$ cat src/rtl/pipeline_ctrl_pkg.sv
// Shared constants, state type and redirect-target helper for the pipeline
// stall/flush controller.
package pipeline_ctrl_pkg;

  typedef enum logic [1:0] {
    ST_RUN   = 2'd0,
    ST_DRAIN = 2'd1,
    ST_FLUSH = 2'd2
  } state_t;

  localparam logic [5:0]  STALL_NONE = 6'b000000;
  localparam logic [5:0]  STALL_IF   = 6'b000011;
  localparam logic [5:0]  STALL_ID   = 6'b000111;
  localparam logic [5:0]  STALL_EX   = 6'b001111;
  localparam logic [5:0]  STALL_MEM  = 6'b011111;
  localparam logic [5:0]  STALL_ALL  = 6'b111111;

  localparam logic [31:0] ZERO_WORD  = 32'h0000_0000;
  localparam logic [31:0] EXC_ERET   = 32'h0000_000E;

  // ERET returns to EPC; every other exception enters the common vector.
  function automatic logic [31:0] flush_target(input logic [31:0] exc_type,
                                               input logic [31:0] epc,
                                               input logic [31:0] exc_vector);
    return (exc_type == EXC_ERET) ? epc : exc_vector;
  endfunction

endpackage

$ cat src/rtl/pipeline_ctrl_sat_counter.sv
// Saturating up-counter: increments on each enabled edge, sticks at all-ones.
module pipeline_ctrl_sat_counter #(
  parameter int W = 32
) (
  input  logic         clk,
  input  logic         rst,
  input  logic         inc,
  output logic [W-1:0] count
);

  always_ff @(posedge clk or negedge rst) begin
    if (!rst) begin
      count <= '0;
    end else if (inc && (count != {W{1'b1}})) begin
      count <= count + 1'b1;
    end
  end

endmodule

$ cat src/rtl/pipeline_ctrl.sv
// Pipeline stall/flush controller: merges stall requests, sequences exception
// and ERET flushes, and holds the pipe while an SRAM transaction drains.
//
// state    | meaning
// ST_RUN   | normal operation, outputs combinational from requests/exception
// ST_DRAIN | exception latched, whole pipe held until the bus goes idle
// ST_FLUSH | one-cycle flush with redirect PC from the latched exception
module pipeline_ctrl
  import pipeline_ctrl_pkg::*;
#(
  parameter logic [31:0] EXC_VECTOR = 32'hBFC0_0380,
  parameter int          CNT_W      = 32
) (
  input  logic             clk,
  input  logic             rst,
  input  logic             stallreq_if_i,
  input  logic             stallreq_id_i,
  input  logic             stallreq_ex_i,
  input  logic             stallreq_mem_i,
  input  logic [31:0]      excepttype_i,
  input  logic [31:0]      cp0_epc_i,
  input  logic             bus_busy_i,
  output logic [5:0]       stall_o,
  output logic             flush_o,
  output logic [31:0]      new_pc_o,
  output logic [CNT_W-1:0] stall_cnt_o
);

  state_t      state;
  state_t      state_next;
  logic        latch_en;
  logic [31:0] exc_type_q;
  logic [31:0] epc_q;

  always_ff @(posedge clk or negedge rst) begin
    if (!rst) begin
      state      <= ST_RUN;
      exc_type_q <= ZERO_WORD;
      epc_q      <= ZERO_WORD;
    end else begin
      state <= state_next;
      if (latch_en) begin
        exc_type_q <= excepttype_i;
        epc_q      <= cp0_epc_i;
      end
    end
  end

  // Outputs are gated by reset so the pipe sees no stall or flush while held in reset.
  always_comb begin
    stall_o    = STALL_NONE;
    flush_o    = 1'b0;
    new_pc_o   = ZERO_WORD;
    state_next = state;
    latch_en   = 1'b0;
    if (rst) begin
      unique case (state)
        ST_RUN: begin
          if (excepttype_i != ZERO_WORD) begin
            if (bus_busy_i) begin
              stall_o    = STALL_ALL;
              latch_en   = 1'b1;
              state_next = ST_DRAIN;
            end else begin
              flush_o  = 1'b1;
              new_pc_o = flush_target(excepttype_i, cp0_epc_i, EXC_VECTOR);
            end
          end else if (stallreq_mem_i) begin
            stall_o = STALL_MEM;
          end else if (stallreq_ex_i) begin
            stall_o = STALL_EX;
          end else if (stallreq_id_i) begin
            stall_o = STALL_ID;
          end else if (stallreq_if_i) begin
            stall_o = STALL_IF;
          end
        end
        ST_DRAIN: begin
          stall_o = STALL_ALL;
          if (!bus_busy_i) begin
            state_next = ST_FLUSH;
          end
        end
        ST_FLUSH: begin
          flush_o    = 1'b1;
          new_pc_o   = flush_target(exc_type_q, epc_q, EXC_VECTOR);
          state_next = ST_RUN;
        end
        default: begin
          state_next = ST_RUN;
        end
      endcase
    end
  end

  pipeline_ctrl_sat_counter #(
    .W(CNT_W)
  ) u_stall_cnt (
    .clk  (clk),
    .rst  (rst),
    .inc  (stall_o != STALL_NONE),
    .count(stall_cnt_o)
  );

endmodule

$ cat config.mk
export PLATFORM = sky130hd
export DESIGN_NAME = pipeline_ctrl
export DESIGN_NICKNAME = d
export VERILOG_FILES = /design/src/rtl/pipeline_ctrl_pkg.sv /design/src/rtl/pipeline_ctrl_sat_counter.sv /design/src/rtl/pipeline_ctrl.sv
export SDC_FILE = /design/constraint.sdc
export NUM_CORES = 1
export LEC_CHECK = 0
export ABC_AREA = 1
export CORE_ASPECT_RATIO = 0.6
export CORE_MARGIN = 2
export CORE_UTILIZATION = 55
export DETAILED_ROUTE_END_ITERATION = 6
export PLACE_DENSITY = 0.9
export SLEW_MARGIN = 20
export SYNTH_ARGS = -nofsm -noshare
export SYNTH_HDL_FRONTEND = slang
export SYNTH_SLANG_ARGS = --single-unit
$ cat constraint.sdc
create_clock -name clk -period 3.95 [get_ports clk]
set_input_delay 0.395 -clock clk [delete_from_list [all_inputs] [get_ports clk]]
set_output_delay 0.395 -clock clk [all_outputs]
set_load 0.1 [all_outputs]
=== Word level (Yosys, flattened, before mapping) ===
Index checks and enable logic that the tools add are counted.

* Input bits: 71
* Memories kept: 0
* Flip-flop bits (word level): 98
* Memory bits (read-only): 0
* RAM bits: 0
* Logic and storage cells: 44
* Latch bits: 0
* Output and inout bits: 71

* Mux-type cells: 26
* Bitwise gates (word level): 0
* Multiply operators: 0
* Shifts and indexed selects: 0
* Divide/modulo/power cells: 0
* Equality and inequality tests: 8
* Magnitude comparators: 0
* Reductions and logical operators: 5
* $add $sub $neg: 1

{| class="wikitable"
|+ Operator list
! operator !! number
|-
| 32-bit 2-to-1 mux || 5
|-
| 32-bit by 4-bit equality test with 1-bit output (second input constant) || 2
|-
| 32-bit one-hot mux with 2 select lines || 1
|-
| 32-bit by 1-bit adder with 32-bit output (second input constant) || 1
|-
| 32-bit inequality test (second input constant) || 1
|-
| 32-bit nonzero test || 1
|-
| 6-bit 2-to-1 mux || 3
|-
| 6-bit one-hot mux with 2 select lines || 1
|-
| 2-bit 2-to-1 mux || 4
|-
| 1-bit 2-to-1 mux || 7
|-
| 2-bit inequality test (second input constant) || 3
|-
| 6-bit nonzero test || 1
|-
| 5-bit 2-to-1 mux || 1
|-
| 4-bit 2-to-1 mux || 1
|-
| 2-bit one-hot mux with 2 select lines || 1
|-
| 4-bit AND reduction || 1
|-
| 3-bit 2-to-1 mux || 1
|-
| 2-bit by 1-bit equality test with 1-bit output (second input constant) || 1
|-
| 2-bit equality test (second input constant) || 1
|-
| 2-bit logical NOT || 1
|-
| 1-bit one-hot mux with 2 select lines || 1
|-
| 1-bit logical AND || 1
|}

=== Depth between registers and ports, before layout ===
Gate-level depths: netlist of the first run.

* Depth after elaboration: 9
* Mapped depth: 12
* Depth with buffers taken out: 11

=== By module ===
Synthesis of the first run repeated with hierarchy kept, for this count alone.

* Cell total of the unflattened synthesis: 858
* Area, all modules: 5,939.4 µm²

{| class="wikitable"
|+ By module, submodules not included
! module !! area an instance (µm²) !! times used !! cells an instance !! seq. area each (µm²)
|-
| pipeline_ctrl || 3,748.6 || 1 || 525 || 1,651.6
|-
| pipeline_ctrl_sat_counter || 2,190.9 || 1 || 333 || 800.8
|}

=== Least setup slack after synthesis of the first run ===
OpenSTA, ideal clock, no wires.

* Path type: input -> output
* From: input port excepttype_i[27]
* To: output port stall_o[1]
* Setup slack: 0.485 ns
* Required time: 3.555 ns
* Stages: 8
* Buffers on the path: 1
* Arrival time: 3.070 ns
* Cell sequence: nor2_1 -> nand2_1 -> nor2_1 -> nand2_2 -> o21ai_4 -> nand3_2 -> a21oi_1 -> buf_4

* Cells in the longest elaborated chain, start to end: 4

{| class="wikitable"
|+ Ends and longest elaborated chain
! what !! RTL line !! text
|-
| from (decl) || pipeline_ctrl.sv:20 || <nowiki>input logic [31:0] excepttype_i,</nowiki>
|-
| 32-bit nonzero test || pipeline_ctrl.sv:59 || <nowiki>if (excepttype_i != ZERO_WORD) begin</nowiki>
|-
| 6-bit 2-to-1 mux || pipeline_ctrl.sv:59 ||
|-
| 6-bit one-hot mux with 2 select lines || pipeline_ctrl.sv:57 || <nowiki>unique case (state)</nowiki>
|-
| 6-bit 2-to-1 mux || pipeline_ctrl.sv:56 || <nowiki>if (rst) begin</nowiki>
|-
| to (decl) || pipeline_ctrl.sv:23 || <nowiki>output logic [5:0] stall_o,</nowiki>
|}

No other way between the ends.

=== Worst setup path in the final report of the first run ===
* From: input port excepttype_i[27]
* To: output port new_pc_o[11]

* Cells in the longest elaborated chain, start to end: 6
* Elaborated cells on any way between the ends: 7
* Those cells by class: 1 x eq/ne; 5 x mux; 1 x reduce/logical

{| class="wikitable"
|+ Ends and longest elaborated chain
! what !! RTL line !! text
|-
| 32-bit by 4-bit equality test with 1-bit output || pipeline_ctrl_pkg.sv:25 || <nowiki>return (exc_type == EXC_ERET) ? epc : exc_vector;</nowiki>
|-
| 32-bit 2-to-1 mux || pipeline_ctrl_pkg.sv:25 ||
|-
| 32-bit 2-to-1 mux || pipeline_ctrl.sv:60 || <nowiki>if (bus_busy_i) begin</nowiki>
|-
| 32-bit 2-to-1 mux * || pipeline_ctrl.sv:59 ||
|-
| 32-bit one-hot mux with 2 select lines * || pipeline_ctrl.sv:57 ||
|-
| 32-bit 2-to-1 mux * || pipeline_ctrl.sv:56 ||
|-
| to (decl) || pipeline_ctrl.sv:25 || <nowiki>output logic [31:0] new_pc_o,</nowiki>
|}

Mark *: on every way between the ends. The rest lies on a longest branch, timed or not.

==> results of run 1 <==
## power groups by stage
stage	clock network [mW]	logic, mW	registers (mW)
6_report	0.925	1.33	1.50
5_1_grt	0.970	1.45	1.54
4_1_cts	0.933	1.34	1.50
3_5_place_dp	0	1.33	1.51
3_3_place_gp	0	1.29	1.50
2_1_floorplan	0	0.876	1.61
## cell usage after synthesis (all sizes together)
cell	number
nor3	8
o21ai	69
buf	30
nand4	41
clkbuf	10
nand3b	11
nor3b	2
ha	1
nand2	261
a21oi	49
dfrtp	98
xor2	9
xnor2	2
nand3	53
nor2	94
nor4	5
inv	108
## cells by family (layout without fill, tap and decap cells)
logic type,count (synthesis),in the layout,synth area share
and+or+nand+nor,475,475,0.3615
buffers and inverters,148,270,0.1056
AOI/OAI and AO/OA,118,118,0.1065
DFF,98,98,0.4083
xor gates and xnor gates,11,11,0.01604
adders and majority gates,1,1,0.002083
## cell type report
cell class	instances	area (um^2)
fillers	860	2962
multi-input cells	605	2924
flip-flops and latches	98	2452
repair buffers	147	1369
inverters	108	405.4
clock buffers	10	229.0
well taps	139	173.9
clock inverters	5	80.08
## metal layers
| metal | up-vias | GRT usage | share of wire |
|---|---|---|---|
| met4 | 0 | 0.06336 | 0.013 |
| li1 | 2969 | - | - |
| met1 | 2803 | 0.4329 | 0.47 |
| met5 | - | 0 | 0 |
| met3 | 28 | 0.06941 | 0.10 |
| met2 | 297 | 0.4178 | 0.41 |
## through the flow
| stage | total power, mW | worst slack (ns) |
|---|---|---|
| 3_3_place_gp | 2.791 | 0.8545 |
| 3_5_place_dp | 2.840 | 0.7568 |
| 2_1_floorplan | 2.487 | 0.4850 |
| 4_1_cts | 3.768 | 0.7120 |
| 6_report | 3.764 | 0.7198 |
| 5_1_grt | 3.957 | 0.5075 |
## worst reg2reg max path, cell delays in order, from the launching register on
cell and delay, ns:
dfrtp_1 0.52, nand2_1 0.12, nor2_1 0.34, inv_1 0.10
nor2_2 0.16, nand4_4 0.40, nand3_4 0.52, nand2_1 0.12
nand2_1 0.08
## cell usage in the layout, fill, tap and decap left out, drive strengths merged
cell,Yosys,routed
a21oi,49,49
buf,30,46
bufinv,0,2
clkbuf,10,10
clkdlybuf4s50,0,101
clkinv,0,1
clkinvlp,0,2
dfrtp,98,98
ha,1,1
inv,108,108
nand2,261,261
nand3,53,53
nand3b,11,11
nand4,41,41
nor2,94,94
nor3,8,8
nor3b,2,2
nor4,5,5
o21ai,69,69
xnor2,2,2
xor2,9,9
## how the worst max path moves through the flow
stage / depth (start not counted) / end / slack [ns] / from
2_1_floorplan: 8 / stall_o[1] / 0.49 / excepttype_i[27]
3_3_place_gp: 10 / new_pc_o[3] / 0.85 / excepttype_i[15]
3_5_place_dp: 10 / new_pc_o[11] / 0.76 / excepttype_i[15]
4_1_cts: 11 / new_pc_o[11] / 0.71 / excepttype_i[27]
5_1_grt: 10 / new_pc_o[6] / 0.51 / excepttype_i[11]
6_report: 11 / new_pc_o[11] / 0.72 / excepttype_i[27]
## flip-flops by register name, summed over array words and instances, names as in the netlist
signal	cells
state	2
u_stall_cnt.count	32
epc_q	32
exc_type_q	32
==> metrics.txt, run 1 <==
status=finished clean; Yosys top cell area share=0.4083; Comb pwr share=0.355; Worst Setup Path Type=primary input to primary output; Max Cap Viol=0; gr usage total=0.2859; Hold Buf Count CTS=0; Max VDD drop=0.0005619 V; drt initial violations=655; Hold Path Class=primary input to async pin; CP arrival=2.84 ns; PwrDens=493.1 mW/mm^2; io pins=142; Max Slew Vio Count=0; Lkg Pwr=3.565 nW; r2r setup slk=1.52 ns; Clock Latency Late Sink=0.34 ns; worst r2r path cells=8; grt total ovfl=0; first-pass GRT wire length=27.21 mm; area grow syn2layout=27.10%; Power Internal=2.231 mW; final net count=1041; port buffer count=141; number of global-route vias before repair=5421; clock share of power=0.246; DP Area=0.007325 mm^2; CP Launch Type=primary input; Distinct cells, synth=34; Syn Inst Count=851; width of the die=138.9 um; post-synthesis register bit count=98; fin util=0.7205; Vias=6097; antenna viol nets, final=0; starting density of the core=0.5668; fin crit share=0.8178; Slew HR=0.3248; endpoints failing setup=0; CTS tree=done; CP peak stage delay=0.53 ns; Cell Rows=29; drc violations=0; main area contributors after synthesis=dfrtp_1, nand2_1, inv_1; Max Fclk=309.6 MHz; DIE AREA=0.01180 mm^2; crit-path max FO=19; average wire per standard cell=15.06 um; sw power=1.533 mW; clock tree buffer depth=2; clock buffer count from CTS=9; post-synthesis sequential area ratio=0.4083; largest net degree at the start of global routing=141; # resized after CTS=0; Fin Hold WS=0.2023 ns; dominant cell type by area after synthesis=dfrtp_1; Reg-to-Reg Start=u_stall_cnt.count[17]; Slowest cell on crit path=nor2_4; CP Cell Sequence=clkdlybuf4s50_1 > nor2_1 > nand2_1 > nor2_1 > nand2_2 > inv_1 > nand2_2 > nor2_4 > nand2_1 > a21oi_1 > buf_4; Die H=84.94 um; synthesized area=0.006006 mm^2; Flop pwr share=0.399; WL final=16.75 mm; CP top delay family=simple AND/OR/NAND/NOR gates; Syn. warnings=0; share of cells above drive strength 1=0.1192; Final GP Congestion=0.9734; placed cell count=1097; Num Clock Sinks=98; Reg-to-Reg End=u_stall_cnt.count[23]; Post-CTS Setup Inserts=0; Clock Skews=0.005322 ns; CP Capture Type=primary output; CP Buf/Inv Count=3; Detailed Place HPWL=12.06 mm; sw frac=0.4072; Vias/cell=5.483; Ant. Diodes=0; Layout Cells excl Fill=1112; Core ar.=0.01060 mm^2; H-tree depth=3; RSZ-0062 raised after global routing=false; fin crit period=3.230 ns; initial antenna violation count=0; DRT Pass-1 Iters=7; WP data required=3.56 ns; Hold Fails Final Rpt=0; Syn Area/Cell=7.057 um^2; setup TNS=0 ns; syn_nets=923; actual slew at the worst max-slew pin=1.010 ns; clk root buf=clkbuf_16; clock-pin slew on the worst setup and hold paths=0.06 ns; design area=0.007634 mm^2
No activity file was read; power rests on OpenSTA's default activity.
==> inputs of run 2 (changes only) <==
- CORE_UTILIZATION: 55 -> 51
- PLACE_DENSITY: 0.9 -> 0.85
- clock period: 3.95 -> 3.2 ns (I/O delays scaled with it)
==> run 2 against run 1 <==
Net effect: first-iteration DRC count fell by 17%; cell count grew 2.2%; sequential share of layout area is 2.1 points lower; worst hold slack gained 0.19 ns; clock-buffer cell count unchanged; core utilization fell by 0.25 points; largest cell class unchanged.
==> metrics.txt, run 2 (same netlist as run 1, synthesis figures left out) <==
fin crit share=0.9233; crit-path max FO=13; starting density of the core=0.5281; initial antenna violation count=0; Max Cap Viol=0; number of global-route vias before repair=5630; design area=0.008165 mm^2; placed cell count=1120; Hold Path Class=primary input to async pin; # resized after CTS=0; drt initial violations=542; Vias=6023; pre-CTS setup slack=0.3348 ns; largest registers=epc_q: 32 flops, exc_type_q: 32 flops, u_stall_cnt.count: 32 flops; Max Slew Vio Count=0; most frequent cells in the layout=nand2_1, inv_1, dfrtp_1; status=finished clean; met1 global-route usage=0.4200; Detailed Place HPWL=12.71 mm; Max VDD drop=0.0003621 V; Slew HR=0.3423; endpoints failing setup=0; area grow syn2layout=35.96%; Layout Cells excl Fill=1137; Clock Skews=0.008171 ns; Reg-to-Reg Start=u_stall_cnt.count[0]; width of the die=144.1 um; setup ws final=0.2455 ns; DP Area=0.007855 mm^2; antenna viol nets, final=0; Die H=88.06 um; DRT Pass-1 Iters=5; busiest grt layer=met2; Ant. Diodes=0; actual slew at the worst max-slew pin=0.9835 ns; most common cell after layout, fill and taps aside=nand2_1; gr usage total=0.2920; clock-pin slew on the worst setup and hold paths=0.07 ns; clock tree buffer depth=2; most frequent CP cell=nor2_1; PwrDens=583.7 mW/mm^2; Slowest cell on crit path=nor2_1; worst r2r path cells=10; CP Buf/Inv Count=2; Num Clock Sinks=98; io pins=142; clk root buf=clkbuf_16; Vias/cell=5.297; Final GP Congestion=0.9753; met2 usage=0.4273; Max Fclk=338.5 MHz; CP Cell Sequence=clkdlybuf4s50_1 > nor2_1 > nand2_1 > nor2_1 > nand2_2 > o21ai_4 > nor2_1 > o21ai_0 > a21oi_1 > buf_12; CP arrival=2.63 ns; Core ar.=0.01137 mm^2; Reg-to-Reg End=u_stall_cnt.count[15]; overall power=4.766 mW; CP top delay family=simple AND/OR/NAND/NOR gates; largest net degree at the start of global routing=130; GR Util met3=0.08092; average wire per standard cell=15.41 um; clock buffer count from CTS=9; H-tree depth=3; CP peak stage delay=0.57 ns; first-pass GRT wire length=28.72 mm; fin crit period=2.955 ns; Worst Setup Path Type=primary input to primary output; Hold Fails Final Rpt=0; DIE AREA=0.01269 mm^2; WL final=17.52 mm; Lkg Pwr=3.712 nW; CP Capture Type=primary output; RSZ-0062 raised after global routing=false; CP Launch Type=primary input; setup TNS=0 ns; Cell Rows=30; CTS tree=done; r2r setup slk=1.02 ns; port buffer count=141; WP data required=2.88 ns; Clock Latency Late Sink=0.34 ns; share of cells above drive strength 1=0.1290; grt total ovfl=0; final net count=1044; drc violations=0
run 2: area by class of cell:
| cell class | count | area (um^2) |
|---|---|---|
| flip-flops and latches | 98 | 2452 |
| repair buffers | 150 | 1879 |
| clock inverters | 6 | 71.32 |
| clock buffers | 10 | 229.0 |
| fillers | 866 | 3208 |
| well taps | 160 | 200.2 |
| inverters | 108 | 405.4 |
| multi-input cells | 605 | 2928 |
run 2: worst max-delay path by stage:
stage | depth (start not counted) | to | start
after floorplan | 6 | new_pc_o[10] | exc_type_q[9]
after global placement | 11 | new_pc_o[10] | excepttype_i[11]
after detailed placement | 12 | new_pc_o[3] | excepttype_i[25]
after CTS | 10 | new_pc_o[7] | excepttype_i[5]
after global routing | 10 | new_pc_o[7] | excepttype_i[5]
final | 10 | new_pc_o[7] | excepttype_i[4]
run 2: report_power, final:
group	internal, mW	switching, mW	leakage [nW]	total (mW)
combinational	0.584	1.22	2.33	1.80
clock	0.616	0.498	0.140	1.11
sequential	1.61	0.237	1.24	1.85
run 2: metal layers:
metal | up-vias | part of all wire
met1 | 2771 | 0.46
met3 | 31 | 0.092
met5 | - | 0
met2 | 254 | 0.42
li1 | 2967 | -
met4 | 0 | 0.022
run 2: timing repair:
item / 4_1_cts / 5_1_grt
setup buffers: 0 / 0
endpoints found under the hold margin: 5 / 0
hold buffers: 1 / 0
run 2: per-stage QoR:
step	utilization	hold WS, ns
6_report	0.7179	0.3893
5_1_grt	0.7179	0.3909
3_3_place_gp	0.6906	0.1872
4_1_cts	0.7179	0.3653
3_5_place_dp	0.6906	0.1880
2_1_floorplan	-	0.02441
==> inputs of run 3 (changes only) <==
- CORE_UTILIZATION: 51 -> 46
- PLACE_DENSITY: 0.85 -> 0.81
- SYNTH_HIERARCHICAL: unset -> 1
- clock period: 3.2 -> 2.6 ns (I/O delays scaled with it)
==> run 3 against run 2 <==
Net effect: wire length fell by 0.67%; worst hold slack worse by 0.39 ns; critical path type unchanged; area after synthesis decreased by 1.1%; clock-buffer cell count is the same.
==> metrics.txt, run 3 <==
status=finished clean; PwrDens=716.7 mW/mm^2; Yosys top cell area share=0.4129; most frequent cells in the layout=nand2_1, inv_1, dfrtp_1; number of global-route vias before repair=5770; Detailed Place HPWL=12.83 mm; Hold Fails Final Rpt=0; largest registers=epc_q: 32 flops, exc_type_q: 32 flops, u_stall_cnt/count: 32 flops; most numerous cell in the Yosys netlist=nand2_1; Max Slew Vio Count=0; Fin Hold WS=0.002118 ns; post-synthesis sequential area ratio=0.4129; Max VDD drop=0.0007444 V; WL final=17.41 mm; Core ar.=0.01273 mm^2; Vias=5989; worst r2r path cells=10; H-tree depth=3; Post-synth EDFFs=0; Die H=92.02 um; Max Fclk=405.2 MHz; Ant. Diodes=0; Syn Area/Cell=6.922 um^2; setup TNS=0 ns; grt total ovfl=0; CP Capture Type=primary output; CP Launch Type=primary input; Async SR Flop Fraction=1.000; CTS tree=done; synthesized area=0.005939 mm^2; Distinct cells, synth=30; Vias/cell=5.080; most frequent cells after synthesis=nand2_1, inv_1, nor2_1, dfrtp_1; dominant cell type by area after synthesis=dfrtp_1; syn_nets=930; placed cell count=1163; most common cell after layout, fill and taps aside=nand2_1; Fillers=1093; Syn Inst Count=858; crit-path max FO=16; main area contributors after synthesis=dfrtp_1, nand2_1, inv_1; fin util=0.6608; first-pass GRT wire length=29.12 mm; post-synthesis register bit count=98; RSZ-0062 raised after global routing=false; Lkg Pwr=3.779 nW; design area=0.008413 mm^2; largest net degree at the start of global routing=66; endpoints failing setup=0; pre-CTS setup slack=-0.04266 ns; Max Cap Viol=0; Cell Rows=32; DRT Pass-1 Iters=5; WP data required=2.34 ns; Num Clock Sinks=98; Hold Path Class=primary input to async pin; clock buffer count from CTS=9; Worst Setup Path Type=primary input to primary output; Reg-to-Reg End=u_stall_cnt/count[8]; share of cells above drive strength 1=0.1903; Layout Cells excl Fill=1179; DP Area=0.008056 mm^2; antenna viol nets, final=0; Top FF cell, synth=dfrtp_1; fin crit share=0.9491; Clock Skews=0.007488 ns; Reg-to-Reg Start=u_stall_cnt/count[0]; setup ws final=0.1323 ns; width of the die=150.7 um; Syn. warnings=6; port buffer count=141; initial antenna violation count=0; Slew HR=0.4422; drc violations=0; final net count=1077; Clock Latency Late Sink=0.35 ns; fin crit period=2.468 ns; actual slew at the worst max-slew pin=0.8368 ns; area grow syn2layout=41.65%; clock tree buffer depth=2; clock-pin slew on the worst setup and hold paths=0.07 ns; clk root buf=clkbuf_16; io pins=142; DIE AREA=0.01387 mm^2; CP arrival=2.21 ns; overall power=6.030 mW; gr usage total=0.2658; r2r setup slk=0.57 ns; drt initial violations=629; average wire per standard cell=14.76 um; starting density of the core=0.4665; Final GP Congestion=0.9263
==> run 3: cell types whose count changed in the layout (fill, tap and decap cells not counted), moves of 10 or more <==
cell | previous run | this run
nand4_1 | 40 | 30
o21ai_2 | 0 | 10
buf_4 | 13 | 57
o21ai_0 | 47 | 5
a21oi_2 | 11 | 37
clkdlybuf4s50_1 | 95 | 69
nand2_1 | 236 | 276
nand2_2 | 24 | 9
nor2_1 | 83 | 96
a21oi_1 | 38 | 8
o21ai_1 | 21 | 48
==> run 3: cell type report <==
cell class | count | area, um^2 | share of cell area
well taps | 170 | 212.7 | 0.02528
repair buffers | 172 | 2044 | 0.2430
multi-input cells | 610 | 2967 | 0.3526
flip-flops and latches | 98 | 2452 | 0.2915
clock inverters | 5 | 80.08 | 0.009518
inverters | 114 | 427.9 | 0.05086
clock buffers | 10 | 229.0 | 0.02722
==> run 3: critical path, cell delays in order <==
cell             delay, ns
clkdlybuf4s50_1       0.42
nor2_1                0.18
nand2_1               0.07
nor2_1                0.11
nand2_2               0.10
buf_4                 0.15
nor2_4                0.16
buf_12                0.17
nand4_1               0.12
a21oi_2               0.25
buf_12                0.21
==> run 3: repair_timing <==
item | CTS | global route
hold buffers | 0 | 0
setup endpoints to repair | 0 | 23
setup buffers | 0 | 0
resized for setup | 0 | 6
==> run 3: how the worst max path moves through the flow <==
| stage | start | to | slack (ns) |
|---|---|---|---|
| finish | excepttype_i[19] | new_pc_o[14] | 0.13 |
| CTS | excepttype_i[19] | stall_o[4] | 0.06 |
| global placement | excepttype_i[19] | u_stall_cnt/count[22] | -0.008 |
| global route | excepttype_i[27] | new_pc_o[14] | 0.01 |
| floorplan | excepttype_i[27] | stall_o[1] | -0.02 |
| detailed placement | excepttype_i[19] | u_stall_cnt/count[22] | -0.04 |
==> run 3: logic make-up (layout without fill, tap and decap cells) <==
| kind of cell | after synthesis | after routing | synth area share |
|---|---|---|---|
| AND/OR/NAND/NOR | 492 | 492 | 0.3573 |
| buffers and inverters | 150 | 301 | 0.1167 |
| AO/OA/AOI/OAI | 109 | 109 | 0.09922 |
| flip-flops | 98 | 98 | 0.4129 |
| XOR/XNOR | 8 | 8 | 0.01180 |
| adder cells (fa/ha/maj) | 1 | 1 | 0.002106 |
==> run 3: report_power, final <==
group / total [mW] / internal (mW) / switching [mW] / leakage, nW
registers: 2.26 / 1.99 / 0.276 / 1.25
clock network: 1.41 / 0.837 / 0.575 / 0.145
logic: 2.36 / 0.817 / 1.54 / 2.38
==> run 3: layer usage <==
metal | GRT usage | up-vias | share of wire
li1 | - | 2995 | -
met1 | 0.3982 | 2748 | 0.47
met2 | 0.3826 | 228 | 0.42
met3 | 0.07363 | 18 | 0.097
met4 | 0.05530 | 0 | 0.012
met5 | 0 | - | 0
